===== config.mk =====
export PLATFORM = sky130hd
export DESIGN_NAME = ssd_scan_decoder
export DESIGN_NICKNAME = d
export VERILOG_FILES = /design/src/rtl/ssd_scan_decoder.sv
export SDC_FILE = /design/constraint.sdc
export NUM_CORES = 1
export LEC_CHECK = 0
export CELL_PAD_IN_SITES_DETAIL_PLACEMENT = 1
export CELL_PAD_IN_SITES_GLOBAL_PLACEMENT = 1
export CORE_UTILIZATION = 44
export DETAILED_ROUTE_END_ITERATION = 16
export HOLD_SLACK_MARGIN = 0.05
export PLACE_DENSITY = 0.86
export SLEW_MARGIN = 25
export SYNTH_ARGS = -nofsm -noshare
export SYNTH_HDL_FRONTEND = slang
export SYNTH_SLANG_ARGS = --single-unit

===== constraint.sdc =====
create_clock -name clk -period 3.13 [get_ports clk]
set_clock_uncertainty 0.05 [all_clocks]
set_input_delay 0.626 -clock clk [delete_from_list [all_inputs] [get_ports clk]]
set_output_delay 0.626 -clock clk [all_outputs]
set_load 0.05 [all_outputs]

===== src/rtl/ssd_scan_decoder.sv =====
// Seven-segment scan-bus decoder: dwell-filters each multiplexed digit and maps it back to hex.
// Optional SSD_ERR_COUNT_EN adds a saturating 8-bit err_count output.
module ssd_scan_decoder #(
   parameter int unsigned NUM_DIGITS    = 4,
   parameter int unsigned STABLE_CYCLES = 4
) (
   input  logic                    clk,
   input  logic                    rst,
   input  logic [6:0]              seg,
   input  logic [NUM_DIGITS-1:0]   an,
   output logic [4*NUM_DIGITS-1:0] digits,
   output logic [NUM_DIGITS-1:0]   digit_valid,
   output logic                    cap,
   output logic                    frame_done,
   output logic                    err,
   output logic                    err_sticky
`ifdef SSD_ERR_COUNT_EN
   ,
   output logic [7:0]              err_count
`endif
);

   localparam int unsigned SW = NUM_DIGITS + 7;
   localparam int unsigned CW = $clog2(STABLE_CYCLES + 1);
   localparam logic [SW-1:0] BLANK = {{NUM_DIGITS{1'b1}}, 7'd0};
   localparam logic [NUM_DIGITS-1:0] DIG_ONE = NUM_DIGITS'(1);
   localparam logic [CW-1:0] CNT_ONE = CW'(1);
   localparam logic [CW-1:0] CNT_MAX = CW'(STABLE_CYCLES);

   typedef enum logic [1:0] {IDLE, TRACK, HOLD} state_t;

   // Inverse of the encoder table; bit 4 of the result flags a recognised pattern.
   function automatic logic [4:0] decode(input logic [6:0] p);
      logic [4:0] r;
      case (p)
         7'b1111110: r = {1'b1, 4'h0};
         7'b0110000: r = {1'b1, 4'h1};
         7'b1101101: r = {1'b1, 4'h2};
         7'b1111001: r = {1'b1, 4'h3};
         7'b0110011: r = {1'b1, 4'h4};
         7'b1011011: r = {1'b1, 4'h5};
         7'b1011111: r = {1'b1, 4'h6};
         7'b1110000: r = {1'b1, 4'h7};
         7'b1111111: r = {1'b1, 4'h8};
         7'b1110011: r = {1'b1, 4'h9};
         7'b1110111: r = {1'b1, 4'hA};
         7'b0011111: r = {1'b1, 4'hB};
         7'b1001110: r = {1'b1, 4'hC};
         7'b0111101: r = {1'b1, 4'hD};
         7'b1001111: r = {1'b1, 4'hE};
         7'b1000111: r = {1'b1, 4'hF};
         default:    r = 5'd0;
      endcase
      return r;
   endfunction

   logic [SW-1:0]         sync_1;
   logic [SW-1:0]         sample;
   logic [SW-1:0]         prev_sample;
   logic [NUM_DIGITS-1:0] seen;
   logic [CW-1:0]         count;
   state_t                state;

   logic [NUM_DIGITS-1:0] an_n;
   logic                  an_onehot;
   logic                  an_illegal;
   logic                  changed;
   logic [4:0]            dec;
   logic [NUM_DIGITS-1:0] seen_upd;
   logic                  capture;
   logic                  anode_err;
   logic                  err_next;
   logic                  reeval;
   state_t                state_d;
   logic [CW-1:0]         count_d;

   always_comb begin
      an_n       = ~sample[SW-1:7];
      an_onehot  = (an_n != '0) && ((an_n & (an_n - DIG_ONE)) == '0);
      an_illegal = !an_onehot && (an_n != '0);
      changed    = sample != prev_sample;
      dec        = decode(sample[6:0]);
      seen_upd   = seen | an_n;
   end

   // Next-state: a change from TRACK or HOLD is handled exactly like a fresh look from IDLE.
   always_comb begin
      state_d   = state;
      count_d   = count;
      capture   = 1'b0;
      anode_err = 1'b0;
      reeval    = 1'b0;
      case (state)
         TRACK: begin
            if (changed) begin
               reeval = 1'b1;
            end else begin
               if (count != CNT_MAX) begin
                  count_d = count + CNT_ONE;
               end
               if (count_d == CNT_MAX) begin
                  capture = 1'b1;
                  state_d = HOLD;
               end
            end
         end
         HOLD: begin
            if (changed) begin
               reeval = 1'b1;
            end
         end
         default: reeval = 1'b1;
      endcase
      if (reeval) begin
         if (an_onehot) begin
            state_d = TRACK;
            count_d = CNT_ONE;
         end else begin
            state_d = IDLE;
            count_d = '0;
            // Only a change into an illegal anode state reports, so a held fault pulses once.
            anode_err = an_illegal && changed;
         end
      end
      err_next = anode_err || (capture && !dec[4]);
   end

   always_ff @(posedge clk or posedge rst) begin
      if (rst) begin
         sync_1      <= BLANK;
         sample      <= BLANK;
         prev_sample <= BLANK;
         state       <= IDLE;
         count       <= '0;
         seen        <= '0;
         digits      <= '0;
         digit_valid <= '0;
         cap         <= 1'b0;
         frame_done  <= 1'b0;
         err         <= 1'b0;
         err_sticky  <= 1'b0;
      end else begin
         sync_1      <= {an, seg};
         sample      <= sync_1;
         prev_sample <= sample;
         state       <= state_d;
         count       <= count_d;
         cap         <= 1'b0;
         frame_done  <= 1'b0;
         err         <= err_next;
         if (err_next) begin
            err_sticky <= 1'b1;
         end
         if (capture && dec[4]) begin
            cap <= 1'b1;
            for (int i = 0; i < int'(NUM_DIGITS); i++) begin
               if (an_n[i]) begin
                  digits[4*i +: 4] <= dec[3:0];
                  digit_valid[i]   <= 1'b1;
               end
            end
            if (seen_upd == '1) begin
               frame_done <= 1'b1;
               seen       <= '0;
            end else begin
               seen <= seen_upd;
            end
         end
      end
   end

`ifdef SSD_ERR_COUNT_EN
   always_ff @(posedge clk or posedge rst) begin
      if (rst) begin
         err_count <= 8'd0;
      end else if (err_next && (err_count != 8'hFF)) begin
         err_count <= err_count + 8'd1;
      end
   end
`endif

endmodule


## Yosys cells after proc, flatten, opt, wreduce, memory -nomap -nowiden

Index checks and enable logic that the tools add are counted.

| word-level totals | value |
|---|---|
| flip-flop bits (word level) | 66 |
| output and inout port bits | 24 |
| word-level logic and storage cells | 89 |

| cells by class | value |
|---|---|
| add/sub/neg operators | 2 |
| equality and inequality tests | 23 |
| muxes and demuxes | 24 |
| bitwise logic cells | 3 |
| reductions and logical operators | 19 |

Operators with widths:

| cell | number |
|---|---|
| $eq A7 B7 Y1 const B | 12 |
| $pmux W5 S16 | 1 |
| $eq A7 B6 Y1 const B | 3 |
| $mux W3 | 6 |
| $mux W1 | 12 |
| $ne A11 B11 Y1 | 1 |
| $reduce_and A2 Y1 | 5 |
| $mux W2 | 4 |
| $eq A7 B5 Y1 const B | 1 |
| $logic_and A1 B1 Y1 | 5 |
| $and A4 B4 Y4 | 1 |
| $eq A4 B4 Y1 const B | 1 |
| $logic_not A4 Y1 | 1 |
| $mux W4 | 1 |
| $not A4 Y4 | 1 |
| $or A4 B4 Y4 | 1 |
| $reduce_bool A2 Y1 | 2 |
| $reduce_bool A4 Y1 | 1 |
| $sub A4 B1 Y4 const B | 1 |
| $add A3 B1 Y3 const B | 1 |
| $eq A3 B3 Y1 const B | 1 |
| $ne A3 B3 Y1 const B | 1 |
| $reduce_and A3 Y1 | 1 |
| $eq A2 B1 Y1 const B | 1 |
| other kinds (5) | 6 |

## Longest topological paths before layout

| logic depth | value |
|---|---|
| depth after elaboration | 11 |
| depth in mapped cells | 7 |
| gate-level depth less buffers | 7 |

## Worst setup path after synthesis

OpenSTA, ideal clock, no wires.

| timing path | value |
|---|---|
| kind | register -> register |
| from | register count[0] |
| to | register digits[0] |
| setup time | 0.128 ns |
| arrival | 2.038 ns |
| data required time | 2.952 ns |
| slack | 0.914 ns |
| stages on the path, launching flop included | 8 |
| path buffers | 0 |
| period minus slack after synthesis | 2.216 ns |
| path through | dfrtp_1 -> inv_1 -> ha_1 -> or3b_1 -> a311o_1 -> nor2_1 -> o211ai_4 -> mux2_1 |

| between the ends | value |
|---|---|
| cells in the longest elaborated chain, start to end | 10 |
| elaborated cells on any way between the ends | 11 |

RTL lines:

| element | RTL line | source |
|---|---|---|
| start: declaration | 61 | `logic [CW-1:0] count;` |
| start signal: assignment | 147 | `count <= count_d;` |
| $add A3 B1 Y3 / $ne A3 B3 Y1 (equally long branches) | 99, 98 |  |
| $mux W3 * | 98 | `if (count != CNT_MAX) begin` |
| $mux W3 * | 95 | `if (changed) begin` |
| $mux W3 * | 93 | `case (state)` |
| $eq A3 B3 Y1 * | 101 | `if (count_d == CNT_MAX) begin` |
| $mux W1 * | 101 |  |
| $mux W1 * | 95 |  |
| $mux W1 * | 93 |  |
| $logic_and A1 B1 Y1 * | 154 | `if (capture && dec[4]) begin` |
| $reduce_and A2 Y1 (no line) * | - |  |
| end signal: indexed assignment | 158 | `digits[4*i +: 4] <= dec[3:0];` |
| end: declaration | 11 | `output logic [4*NUM_DIGITS-1:0] digits,` |

Mark *: on every way between the ends. The rest lies on a longest branch, timed or not. The select of a mux whose other input is x is not followed.
A chain may end at the register's enable or synchronous reset.

## Final worst setup path

| timing path | value |
|---|---|
| from | register sample[3] |
| to | register digits[11] |

| between the ends | value |
|---|---|
| cells in the longest elaborated chain, start to end | 5 |
| elaborated cells on any way between the ends | 22 |

RTL lines:

| element | RTL line | source |
|---|---|---|
| start: declaration | 58 | `logic [SW-1:0] sample;` |
| start signal: assignment | 144 | `sample <= sync_1;` |
| parallel branches: the longest is 5 deep, another holds $pmux W5 S16 | - |  |

Several ways; the timed one is not identified.

==> impl_metrics.toml <==
[synth]
async_reset_ff_share_pct = 100
synth-main-ff-cell = "dfrtp_1"
netlist_instances = 227
synth-seq-area-share_pct = 57.5
synth_seq_cells = 66
synth_area_um2 = 2900
synth.avg_cell_area_um2 = 12.8
synth_edf_count = 0
syn-num-nets = 243
synth_cell_types = 50
yosysWarnings = 0

[floorplanning]
die_area_um2 = 6920
ioPinCount = 37
die_h_um = 83.2
die_x_um = 83.2
coreArea_um2 = 6350
rows = 29
start_util_pct = 45.7

[sta]
worst_slack_ps = 573
fmax_mhz = 391
fin_setup_tns_ps = 0
tightest_slew_ps = 815
finalSetupViolCount = 0
rsz0062_at_grt = "false"
min_period_ps = 2560
hold_viol_final = 0
slew_headroom_pct = 45.6
finalCritPeriodShare_pct = 81.7
finalMaxSlewViolations = 0

[worst_hold_path]
hold_path_class = "reg2reg"

[global_route]
grt_overflow = 0
grt_max_degree = 67
antenna_found_initial = 0
grt_pass1_wl_um = 10300
grt_pass1_vias = 2059
track_usage_pct = 19.6

[worst_setup_path]
crit_fanout = 17
cp_num_buf_inv = 0
crit_family = "simple AND/OR/NAND/NOR gates"
crit_type = "reg2reg"
cpPeakStageDelay_ps = 700
cp.arrival_ps = 2740
critPathSlowestCell = "dfrtp_1"
start_kind = "register"
worst_setup_path_end_kind = "register"
cp_cell_sequence = "nand3b_1, a211oi_1, or3_1, o211ai_4, mux2_1"
critPathRequiredTime_ps = 3310

[layout]
syn_to_final_growth_pct = 21.6
drive_above_1_share_pct = 15.6
diodes = 0
postLayoutCellArea_um2 = 3520
layout_commonest_cell = "dfrtp_1"
most-common-layout-cells = "54 x dfrtp_1, 36 x clkdlybuf4s50_1, 14 x inv_1, 14 x xnor2_1"
num-nets-final = 281
utilization_pct = 55.5

[clocking]
cts_max_level = 3
cts_tree = "done"
cts_hold_buf = 0
post_cts_buffers = 0
cts_resized = 0
clock_sinks = 66
max-clock-path-buffers = 2
insertion_delay_ps = 350
cts_buffers = 9
cts_root_buffer = "clkbuf_8"
path_clk_slew_ps = 80

[drt]
ant_nets = 0
post-route-drc-count = 0
drt-total-wl_um = 6020
viasPerCell = 5.44
initialDrtViolationCount = 84
vias = 1886
dr.pass1.iters = 4
wl_per_cell_um = 17.4

[placement]
portBuffers = 36
dp_hpwl_um = 4240
post-place-ws_ps = 550
gp_congestion = 0.817
place_area_um2 = 3300

[job]
maxCapViolations = 0

[power_and_ir_drop]
ir_drop_uv = 367
p_leak_nw = 1.51
p_per_area_nw_per_um2 = 521

[outcome]
status = "finished clean"
-- metal layers --
layer	track usage [%]	up-vias	part of all wire [%]
met5	0	-	0
met4	8.93	0	1.8
met3	5.57	9	4.0
met2	35.2	44	54
met1	21.4	958	41
li1	-	875	-
-- power by group --
| part | internal [W] | leakage (nW) | switching (W) |
|---|---|---|---|
| sequential | 0.000884 | 0.821 | 0.0000341 |
| clock | 0.000469 | 0.101 | 0.000331 |
| combinational | 0.0000550 | 0.591 | 0.0000632 |
| total | 0.00141 | 1.51 | 0.000428 |
-- area by class of cell --
type	instances	area [um^2]
Clock buffer	10	138
Multi-Input combinational cell	135	1100
Sequential cell	66	1670
Timing Repair Buffer	38	375
Fill cell	627	2830
Clock inverter	6	90.1
Inverter	15	56.3
Tap cell	77	96.3
-- flip-flops by register name (all words and copies together) (netlist names) --
register     cells
digit_valid      4
err              1
digits          16
state            2
seen             4
sync_1          11
err_sticky       1
prev_sample     11
cap              1
sample          11
count            3
frame_done       1
-- path summary, 6_finish.rpt --
| kind | slack, ps | startpoint | depth (start not counted) | endpoint |
|---|---|---|---|---|
| min in group asynchronous | 760 | rst | 3 | sync_1[3] |
| min reg2reg | 300 | sync_1[1] | 0 | sample[1] |
| min | 300 | sync_1[1] | 0 | sample[1] |
| max in group asynchronous | 1700 | rst | 3 | seen[3] |
| max | 570 | sample[3] | 5 | digits[11] |
| max reg2reg | 570 | sample[3] | 5 | digits[11] |
-- synth_stat cells (2+ instances only) --
cell type / count / area (um^2)
buf_2: 5 / 25.0
a21oi_1: 6 / 30.0
a22oi_1: 5 / 37.5
dfstp_2: 12 / 315
nand4_2: 2 / 25.0
mux2_1: 12 / 135
dfrtp_1: 54 / 1350
inv_1: 15 / 56.3
nor2b_1: 3 / 18.8
nand3_1: 7 / 35.0
mux2i_1: 5 / 50.1
xnor2_1: 14 / 123
nor3_1: 5 / 25.0
clkbuf_1: 2 / 7.51
buf_6: 3 / 33.8
xor2_1: 2 / 17.5
or3_1: 2 / 12.5
a211oi_1: 6 / 45.0
nor4b_1: 2 / 17.5
o211ai_4: 4 / 85.1
a21o_1: 3 / 22.5
o21ai_0: 2 / 10.0
a211o_1: 2 / 17.5
nand2b_1: 9 / 56.3
nor2_1: 8 / 30.0
nor3b_1: 2 / 15.0
o211ai_1: 3 / 22.5
nand2_1: 7 / 26.3
ha_1: 3 / 37.5
a31oi_1: 2 / 12.5
-- cells by family (layout without fill, tap and decap cells) --
group	count (synthesis)	in the layout	synth area share, %
AO/OA/AOI/OAI	39	39	12.0
AND/OR/NAND/NOR	58	58	12.6
adder cells (fa/ha/maj)	4	4	1.64
flip-flops	66	66	57.5
buffers and inverters	26	69	4.49
multiplexers	17	17	6.39
XOR/XNOR	17	17	5.40
-- through the flow --
step / total power [W] / hold WS, ps / std cells
floorplan: 0.00102 / 281 / 227
global placement: 0.00105 / 283 / 331
detailed placement: 0.00105 / 286 / 331
CTS: 0.00187 / 304 / 347
global route: 0.00191 / 311 / 347
finish: 0.00184 / 301 / 347
(Power assumes the default switching activity.)
==> RTL change, RTL diff (same settings) <==
Remove the register `err`: a continuous assignment takes its place, so the output `err` follows one clock earlier.
--- a/src/rtl/ssd_scan_decoder.sv
+++ b/src/rtl/ssd_scan_decoder.sv
@@ -137,7 +137,6 @@
          digit_valid <= '0;
          cap         <= 1'b0;
          frame_done  <= 1'b0;
-         err         <= 1'b0;
          err_sticky  <= 1'b0;
       end else begin
          sync_1      <= {an, seg};
@@ -147,7 +146,6 @@
          count       <= count_d;
          cap         <= 1'b0;
          frame_done  <= 1'b0;
-         err         <= err_next;
          if (err_next) begin
             err_sticky <= 1'b1;
          end
@@ -169,6 +167,8 @@
       end
    end
 
+   assign err = err_next;
+
 `ifdef SSD_ERR_COUNT_EN
    always_ff @(posedge clk or posedge rst) begin
       if (rst) begin
Formal check against the unedited RTL: not equivalent (Yosys sat finds a counterexample within 4 cycles, from zero or initial values and one cycle with rst high).
==> RTL change against the original RTL <==
  * Sequential cell count is 1 lower
  * Wire length hardly changed
  * Cell area is 2.4% higher
  * Via count is 0.95% higher
  * Global-route usage is 0.34 points lower
  * Area after synthesis is 0.86% lower
  * Clock power is 2% higher
  * Sequential share of layout area is 1.8 points lower
  * Setup slack worse by 0.49 ns
  * Power is 0.95% higher
  * Worst hold slack worse by 0.0061 ns
==> RTL change: results (changes against the original RTL) <==
Clock tree
  • Latest clock arrival within the worst-skew pair: 0.35 ns (about the same)
  • Longest Clk Path Bufs: 2 (unchanged)
  • H-tree depth: 3 (unchanged)
  • Total CTS buffers: 9 (unchanged)
  • Reg clk slew, reported paths: 0.07 ns
  • CTS Root Buffer Type: clkbuf_8

Yosys
  • Async SR Flop Fraction: 1.00 (unchanged)
  • Yosys warns: 0 (unchanged)
  • Sequential fraction of the synthesis area: 0.571 (-0.00370)
  • Synth Net Count: 242 (-0.41%)
  • Cell variety after synth: 50 (unchanged)
  • Top post-synthesis cells by area: dfrtp_1, dfstp_2, mux2_1, xnor2_1, o211ai_4
  • Commonest cells in the netlist: dfrtp_1, inv_1, xnor2_1

Global routing
  • GRT Resource Usage Total: 0.193 (-0.00337)
  • Vias in the first global route: 2036 (-1.1%)
  • Largest net degree at the start of global routing: 38 (-43%)
  • Met2 GRT Util: 0.320 (-0.0328)
  • Met3 global-route usage: 0.0586 (+0.00298)
  • First-pass GRT wire length: 10200 um (-1.0%)
  • GR Layer Usage met1: 0.231 (+0.0176)

Cells and area
  • Top reg by flops: digits
  • Number of flip-flops under the largest register name: 16 (unchanged)
  • Layout cells sized above 1: 0.192 (+0.0365)
  • Final net count: 288 (+2.5%)
  • N_diodes: 0 (unchanged)

Routing
  • First-pass DRT Iterations: 4 (unchanged)
  • WL per Instance: 17.1 um (-1.7%)
  • DR vias: 1904 (+0.95%)
  • DR iter-0 viols: 108 (+29%)

Placed design
  • Global placer's final weighted congestion: 0.804 (-1.6%)
  • Hpwl dp: 4090 um (-3.6%)
  • IO Port Bufs: 36 (unchanged)
  • Post-placement cell area: 3320 sq um (+0.84%)

Worst setup path
  • Crit path max-delay cell type: dfrtp_1
  • CP delay by family, top: simple AND/OR/NAND/NOR gates
  • Worst Path Arrival: 2.37 ns (-0.37 ns)
  • CP peak stage delay: 0.43 ns (-0.27 ns)
  • Max Fanout on Critical Path: 4 (-13)

Status
  • Status: completed

Power
  • IR drop worst, VDD: 0.000339 V (-7.6%)
  • Leakage: 1.58 nW (+4.4%)

Hold path
  • Worst min path class: reg -> reg

STA
  • Slew margin rel.: 0.594 (+0.138)
RTL change: cell count changes after synthesis:
cell     unedited run  this run
dfrtp_1            54        53
RTL change: worst paths after layout:
kind | start | to | slack (ns) | cells after the start
max reg2reg | sample[3] | digits[4] | 0.67 | 6
min | sync_1[0] | sample[0] | 0.29 | 0
max in group asynchronous | rst | sample[8] | 1.74 | 3
max | count[0] | err | 0.09 | 6
min in group asynchronous | rst | prev_sample[0] | 0.63 | 2
min reg2reg | sync_1[0] | sample[0] | 0.29 | 0
RTL change: power by group:
part	internal (mW)	total, mW	switching, mW
Sequential	0.870	0.904	0.0338
Clock	0.510	0.818	0.308
Combinational	0.0645	0.132	0.0674
Total	1.44	1.85	0.409
RTL change: area by class of cell:
cell class	count	area (sq um)
Fill cell	659	2710
Sequential cell	65	1640
Multi-Input combinational cell	135	1130
Timing Repair Buffer	46	458
Clock buffer	13	169
Tap cell	77	96.3
Clock inverter	2	60.1
Inverter	15	56.3
RTL change: cell families (layout without fill, tap and decap cells):
family | after synthesis | after routing | share of synthesized area
xor+xnor | 17 | 17 | 0.0544
compound gates | 39 | 39 | 0.121
flops | 65 | 65 | 0.571
fa+ha+maj | 4 | 4 | 0.0165
buf+inv | 26 | 76 | 0.0453
mux | 17 | 17 | 0.0644
simple gates | 58 | 58 | 0.128
RTL change: per-layer routing:
metal	wire [um]	share of wire
met1	2580	0.43
met2	3040	0.51
met3	276	0.046
met4	123	0.020
met5	0	0
RTL change: worst reg2reg max path, delay by kind of cell (launching register included):
kind / cells / cell delay [ns]
DFF: 1 / 0.69
and+or+nand+nor: 2 / 0.62
AOI/OAI and AO/OA: 2 / 0.43
muxes: 1 / 0.37
buffers and inverters: 1 / 0.20
RTL change: repair_timing:
item	CTS	global route
pin swaps	2	6
setup buffers	2	2
endpoints found under the setup margin	1	1
hold buffers	0	0
gates resized for setup	2	4
RTL change: per-stage QoR:
| stage | setup WS, ns | instances | hold slack (ns) | total power, mW |
|---|---|---|---|---|
| after global placement | 0.460 | 334 | 0.281 | 1.04 |
| after global routing | -0.000173 | 353 | 0.309 | 1.92 |
| final | 0.0866 | 353 | 0.295 | 1.85 |
| after detailed placement | 0.304 | 334 | 0.286 | 1.05 |
| after CTS | 0.0216 | 351 | 0.298 | 1.87 |
| after floorplan | 0.391 | 226 | 0.281 | 1.00 |
